--- src/rtl/vga_timing_gen.sv ---
// Parametrised VGA/VESA timing generator: pixel-clock-enable divider, h/v scan counters,
// registered sync/de/coordinates and line/frame strobes. Define VGA_TIMING_PREFETCH_EN for nx/ny/nde lookahead.
module vga_timing_gen #(
  parameter int unsigned H_ACTIVE = 640,
  parameter int unsigned H_FP     = 16,
  parameter int unsigned H_SYNC   = 96,
  parameter int unsigned H_BP     = 48,
  parameter int unsigned V_ACTIVE = 480,
  parameter int unsigned V_FP     = 10,
  parameter int unsigned V_SYNC   = 2,
  parameter int unsigned V_BP     = 33,
  parameter bit          HS_POL   = 1'b0,
  parameter bit          VS_POL   = 1'b0,
  parameter int unsigned CLK_DIV  = 4,
  parameter int unsigned CNT_W    = 11
) (
  input  logic             clk,
  input  logic             rst_n,
  input  logic             en,
  output logic             pix_ce,
  output logic             hsync,
  output logic             vsync,
  output logic             de,
  output logic [CNT_W-1:0] x,
  output logic [CNT_W-1:0] y,
  output logic             line_start,
  output logic             frame_start
`ifdef VGA_TIMING_PREFETCH_EN
  ,
  output logic [CNT_W-1:0] nx,
  output logic [CNT_W-1:0] ny,
  output logic             nde
`endif
);

  localparam int unsigned H_TOTAL = H_ACTIVE + H_FP + H_SYNC + H_BP;
  localparam int unsigned V_TOTAL = V_ACTIVE + V_FP + V_SYNC + V_BP;
  localparam int unsigned DIV_W   = (CLK_DIV > 1) ? $clog2(CLK_DIV) : 1;

  localparam logic [CNT_W-1:0] H_ACT  = CNT_W'(H_ACTIVE);
  localparam logic [CNT_W-1:0] H_SS   = CNT_W'(H_ACTIVE + H_FP);
  localparam logic [CNT_W-1:0] H_SE   = CNT_W'(H_ACTIVE + H_FP + H_SYNC);
  localparam logic [CNT_W-1:0] H_LAST = CNT_W'(H_TOTAL - 1);
  localparam logic [CNT_W-1:0] V_ACT  = CNT_W'(V_ACTIVE);
  localparam logic [CNT_W-1:0] V_SS   = CNT_W'(V_ACTIVE + V_FP);
  localparam logic [CNT_W-1:0] V_SE   = CNT_W'(V_ACTIVE + V_FP + V_SYNC);
  localparam logic [CNT_W-1:0] V_LAST = CNT_W'(V_TOTAL - 1);
  localparam logic [DIV_W-1:0] DIV_LAST = DIV_W'(CLK_DIV - 1);

  localparam bit CNT_OK = (((H_TOTAL - 1) >> CNT_W) == 0) && (((V_TOTAL - 1) >> CNT_W) == 0);

  logic [DIV_W-1:0] div;
  logic [CNT_W-1:0] h_cnt;
  logic [CNT_W-1:0] v_cnt;
  logic [CNT_W-1:0] h_next;
  logic [CNT_W-1:0] v_next;
  logic             tick;
  logic             de_now;
  logic             hs_act;
  logic             vs_act;

  function automatic logic in_active(input logic [CNT_W-1:0] h, input logic [CNT_W-1:0] v);
    return (h < H_ACT) && (v < V_ACT);
  endfunction

  assign tick = en && (div == DIV_LAST);

  // Next scan position, used both for the counter update and the lookahead outputs.
  always_comb begin
    h_next = h_cnt + CNT_W'(1);
    v_next = v_cnt;
    if (h_cnt == H_LAST) begin
      h_next = '0;
      v_next = (v_cnt == V_LAST) ? '0 : v_cnt + CNT_W'(1);
    end
  end

  always_comb begin
    de_now = in_active(h_cnt, v_cnt);
    hs_act = (h_cnt >= H_SS) && (h_cnt < H_SE);
    vs_act = (v_cnt >= V_SS) && (v_cnt < V_SE);
  end

  // Divider, counters and pin registers; en=0 parks everything at the reset state.
  always_ff @(posedge clk or negedge rst_n) begin
    if (!rst_n) begin
      div         <= '0;
      h_cnt       <= '0;
      v_cnt       <= '0;
      pix_ce      <= 1'b0;
      hsync       <= ~HS_POL;
      vsync       <= ~VS_POL;
      de          <= 1'b0;
      x           <= '0;
      y           <= '0;
      line_start  <= 1'b0;
      frame_start <= 1'b0;
    end else if (!en) begin
      div         <= '0;
      h_cnt       <= '0;
      v_cnt       <= '0;
      pix_ce      <= 1'b0;
      hsync       <= ~HS_POL;
      vsync       <= ~VS_POL;
      de          <= 1'b0;
      x           <= '0;
      y           <= '0;
      line_start  <= 1'b0;
      frame_start <= 1'b0;
    end else begin
      div         <= tick ? '0 : div + DIV_W'(1);
      pix_ce      <= tick;
      line_start  <= tick && (h_cnt == '0);
      frame_start <= tick && (h_cnt == '0) && (v_cnt == '0);
      if (tick) begin
        h_cnt <= h_next;
        v_cnt <= v_next;
        hsync <= HS_POL ? hs_act : ~hs_act;
        vsync <= VS_POL ? vs_act : ~vs_act;
        de    <= de_now;
        x     <= de_now ? h_cnt : '0;
        y     <= de_now ? v_cnt : '0;
      end
    end
  end

`ifdef VGA_TIMING_PREFETCH_EN
  logic de_nxt;
  assign de_nxt = in_active(h_next, v_next);

  // Lookahead: what x/y/de will show at the following pix_ce.
  always_ff @(posedge clk or negedge rst_n) begin
    if (!rst_n) begin
      nx  <= '0;
      ny  <= '0;
      nde <= 1'b0;
    end else if (!en) begin
      nx  <= '0;
      ny  <= '0;
      nde <= 1'b0;
    end else if (tick) begin
      nx  <= de_nxt ? h_next : '0;
      ny  <= de_nxt ? v_next : '0;
      nde <= de_nxt;
    end
  end
`endif

`ifndef SYNTHESIS
  always_ff @(posedge clk) begin
    assert (CNT_OK) else $error("vga_timing_gen: CNT_W too narrow for H_TOTAL/V_TOTAL");
  end
`endif

endmodule
--- config.mk ---
export PLATFORM = sky130hd
export DESIGN_NAME = vga_timing_gen
export DESIGN_NICKNAME = d
export VERILOG_FILES = /design/src/rtl/vga_timing_gen.sv
export SDC_FILE = /design/constraint.sdc
export NUM_CORES = 1
export LEC_CHECK = 0
export BUFFER_PORTS_ARGS = -buffer_cell sky130_fd_sc_hd__buf_2
export CORE_ASPECT_RATIO = 2
export CORE_MARGIN = 2
export CORE_UTILIZATION = 45
export CTS_BUF_LIST = sky130_fd_sc_hd__clkbuf_8
export CTS_CLUSTER_DIAMETER = 80
export DETAILED_ROUTE_END_ITERATION = 6
export GPL_ROUTABILITY_DRIVEN = 0
export GPL_TIMING_DRIVEN = 0
export PLACE_DENSITY_LB_ADDON = 0.08
export SLEW_MARGIN = 15
export SYNTH_ARGS = -nofsm -noshare
export SYNTH_HDL_FRONTEND = slang
export SYNTH_SLANG_ARGS = --single-unit
--- constraint.sdc ---
create_clock -name clk -period 2.91 [get_ports clk]
set_input_delay 0.582 -clock clk [delete_from_list [all_inputs] [get_ports clk]]
set_output_delay 0.582 -clock clk [all_outputs]
set_load 0.05 [all_outputs]
* After elaboration in Yosys (flattened, before gate mapping) *
Cells that the tools add are included.

word-level totals
  register bits after elaboration = 52
  latch bits = 0
  RAM bits = 0
  bits in read-only memories = 0
  input port bits = 3
  output and inout port bits = 28
  logic and storage cells = 60
  memories = 0

cells by class
  add/subtract/negate cells = 3
  multiply operators = 0
  divide/modulo/power cells = 0
  order comparisons = 6
  equal/unequal tests = 5
  shift-type cells = 0
  multiplexer cells = 24
  bitwise operators = 2
  reductions and logical operators = 9

operator list
  cell                   count
  $mux 11                13
  $add 11x1->11 const B  2
  $eq 11x10->1 const B   2
  $logic_not 11->1       2
  $lt 11x10->1 const B   2
  $lt 11x9->1 const B    2
  $ge 11x10->1 const B   1
  $ge 11x9->1 const B    1
  $mux 1                 9
  $logic_and 1x1->1      6
  $mux 2                 2
  $ne 2x1->1 const B     2
  $add 2x1->2 const B    1
  $eq 2x2->1 const B     1
  $not 1->1              2
  $reduce_and 2->1       1

* Longest topological paths before layout *
  depth in word-level cells = 5
  depth in mapped cells = 7
  depth with buffers taken out = 6

* Least setup slack after synthesis *
No wires, ideal clock.

  kind = flip-flop to flip-flop
  from = register div[0]
  to = register v_cnt[2]
  setup time = 0.118 ns
  arrival = 1.421 ns
  required time = 2.792 ns
  setup slack = 1.371 ns
  stages on the path, launching flop included = 7
  path buffers = 1
  period minus slack after synthesis = 1.539 ns
  cells stage by stage = dfrtp_1 > ha_1 > buf_4 > and4bb_2 > nand4_4 > a22o_1 > a21o_1

between the ends
  word-level cells in the longest chain between the ends = 4

ends and longest elaborated chain
  what                               line  source
  start: declaration                 52    logic [DIV_W-1:0] div;
  start signal: assignment           111   div <= tick ? '0 : div + DIV_W'(1);
  $eq 2x2->1                         66    assign tick = en && (div == DIV_LAST);
  $logic_and 1x1->1                  66
  $ne 2x1->1 (no source line)        -
  $reduce_and 2->1 (no source line)  -
  end signal: assignment             117   v_cnt <= v_next;
  end: declaration                   54    logic [CNT_W-1:0] v_cnt;

No other way between the ends.
A chain may end at the register's enable or synchronous reset.

* Worst setup path in the final report *
  from = register div[0]
  to = register x[6]

between the ends
  word-level cells in the longest chain between the ends = 3

ends and longest elaborated chain
  what                         line  source
  $eq 2x2->1                   66
  $logic_and 1x1->1            66
  $ne 2x1->1 (no source line)  -
  end signal: assignment       121   x <= de_now ? h_cnt : '0;
  end: declaration             24    output logic [CNT_W-1:0] x,

No other way between the ends.

==> flow_summary.json <==
{
  "first_pass_iters": 4,
  "slowest_delay_ps": 430,
  "crit_chain": "ha_1, buf_4, nor2b_1, buf_2, buf_1, a22o_1",
  "gr-usage-all-layers_pct": 21.96,
  "synth_nets": 249,
  "synth_most_common_cell": "dfrtp_1",
  "grt_pass1_wl_um": 10400,
  "finalHoldViolCount": 0,
  "criticalPathCategory": "reg -> reg",
  "seq_area_frac_synth_pct": 51.30,
  "yosys_register_bits": 52,
  "postCtsSetupBuffers": 0,
  "setup_slack_ps": 1110,
  "holdBufCountCts": 0,
  "dp_hpwl_um": 4429,
  "drc_errors": 0,
  "clock_sinks": 52,
  "nNetsFinal": 286,
  "skew_ps": 7.294,
  "tns_ps": 0,
  "cpMaxStageDelayCell": "buf_1",
  "syn_area_mm2": 0.002541,
  "diodes": 0,
  "tightest_slew_ps": 640.3,
  "setup.worst_path.end_class": "flop",
  "die_area_mm2": 0.006301,
  "rows": 38,
  "worstPathRequired_ps": 3170,
  "layout-drive-gt1-share_pct": 22.58,
  "nFillCells": 525,
  "p_leak_nw": 1.405,
  "synth_top_area_share_pct": 49.24,
  "synth_area_leaders": "dfrtp_1 (49%), a22o_1 (6.9%), nand3_1 (2.6%)",
  "synth-edff-count": 0,
  "cts_root_buf": "clkbuf_8",
  "netlist_instances": 241,
  "status": "completed",
  "dpl_worst_slack_ps": 1057,
  "clockBufferDepth": 2,
  "ios": 31,
  "placed_cells": 331,
  "cts_buffers": 5,
  "powerDensity_mw_per_mm2": 461.0,
  "syn-mean-instance-area_um2": 10.54,
  "die_w_um": 57.14,
  "wl_per_cell_um": 17.93,
  "ys.flop_type": "dfrtp_1",
  "area_growth_pct": 13.49,
  "dieHeight_um": 110.3,
  "stdcell_count": 339,
  "antenna_found_initial": 0,
  "ir_drop_mv": 0.3978,
  "initial_core_util_pct": 46.88,
  "rsz0062_at_grt": "no",
  "grt_max_degree": 53,
  "port_buffers": 30,
  "synthArstFlopShare_pct": 100.0,
  "cts_resized": 0,
  "core_mm2": 0.005420,
  "finalMaxSlewViolations": 0,
  "viasPerCell": 5.891,
  "route.antenna.remaining_nets": 0,
  "fin_crit_sh_pct": 61.85,
  "cts_max_level": 2,
  "cp-start-kind": "flop",
  "clk_pin_slew_ps": 90,
  "synth_common_cells": "dfrtp_1 (50), a22o_1 (20), nor2_1 (17)",
  "yosys_warnings": 0,
  "clk_latency_ps": 320,
  "vias": 1997,
  "drtIter0Drc": 54,
  "fin_crit_ps": 1800,
  "timing.fmax_mhz": 555.6,
  "cts_tree": "done",
  "final-setup-viol-count": 0,
  "relSlewSlack_pct": 57.31,
  "hold_path_class": "in -> async",
  "drv_cap": 0,
  "critical_path_arrival_ps": 2060,
  "synth_cell_type_count": 53,
  "overflow": 0,
  "wirelength_um": 6077,
  "yosysTopAreaCell": "dfrtp_1",
  "cp_max_fo": 10,
  "first_global_vias": 2050
}
==> critical path: cells and delay by family (launching register included) <==
family | cells | cell delay, ps
fa+ha+maj | 1 | 200
buf+inv | 3 | 820
simple gates | 1 | 100
flops | 1 | 400
compound gates | 1 | 220
==> final cells by class <==
| cell class | count | area (um2) | share of cell area [%] |
|---|---|---|---|
| inverter | 12 | 45.04 | 1.562 |
| clock buffer | 5 | 68.82 | 2.386 |
| sequential | 52 | 1304 | 45.21 |
| multi-input combinational | 162 | 1104 | 38.26 |
| timing repair buffer | 30 | 152.6 | 5.293 |
| tap | 60 | 75.07 | 2.603 |
| clock inverter | 3 | 46.29 | 1.605 |
| buffer | 15 | 88.84 | 3.080 |
==> power by group <==
group / internal (W) / switching, W / total [W]
sequential: 0.000731 / 0.00000361 / 0.000734
clock: 0.000259 / 0.000255 / 0.000514
combinational: 0.0000185 / 0.0000626 / 0.0000811
total: 0.00101 / 0.000321 / 0.00133
==> cell families after synthesis <==
group / share of synthesized area, %
compound gates: 15.85
xor+xnor: 1.724
fa+ha+maj: 2.462
buf+inv: 5.268
flops: 51.30
mux: 0.3939
simple gates: 22.99
==> path summary, 6_finish.rpt <==
path / to / slack [ps] / cells past startpoint / start
setup / recovery: x[6] / 1110 / 6 / div[0]
hold / removal: x[1] / 280 / 1 / rst_n
setup reg to reg: x[6] / 1110 / 6 / div[0]
hold reg to reg: div[0] / 450 / 1 / div[0]
max in group asynchronous: pix_ce / 2200 / 1 / rst_n
min in group clk: div[0] / 450 / 1 / div[0]
==> flip-flops by register name (all words and copies together), names as in the netlist <==
| name | flops |
|---|---|
| h_cnt | 11 |
| v_cnt | 11 |
| x | 11 |
| y | 11 |
| div | 2 |
| de | 1 |
| frame_start | 1 |
| hsync | 1 |
| line_start | 1 |
| pix_ce | 1 |
| vsync | 1 |
==> layout by cell type (no fill, tap or decap), types with 5 or more instances in the layout <==
cell type	instances
dfrtp_1	50
buf_2	37
a22o_1	20
nor2_1	17
nand2_1	14
nand3_1	13
inv_1	11
and2_1	8
or3_1	6
o21ai_0	6
nand4_1	5
and4_1	5
ha_1	5
clkbuf_8	5
==> metrics by stage <==
stage               power (W)  cell area [um2]  util [%]  hold slack (ps)
global route         0.001372             2884     53.21            334.8
global placement    0.0008302             2766     51.04            420.1
CTS                  0.001348             2882     53.16            447.7
detailed placement  0.0008319             2766     51.04            434.4
floorplan           0.0007952             2541         -            286.4
finish               0.001329             2884     53.21            276.8
==> layer usage <==
layer	routed length [um]	global-route usage [%]	share of wire [%]	vias to the layer above
met5	0	0	0	-
met4	140	9.468	2.3	0
met3	165	3.501	2.7	9
met2	3462	41.13	57	29
met1	2309	23.82	38	1004
li1	-	-	-	955
Power figures use the tool's default switching activity.
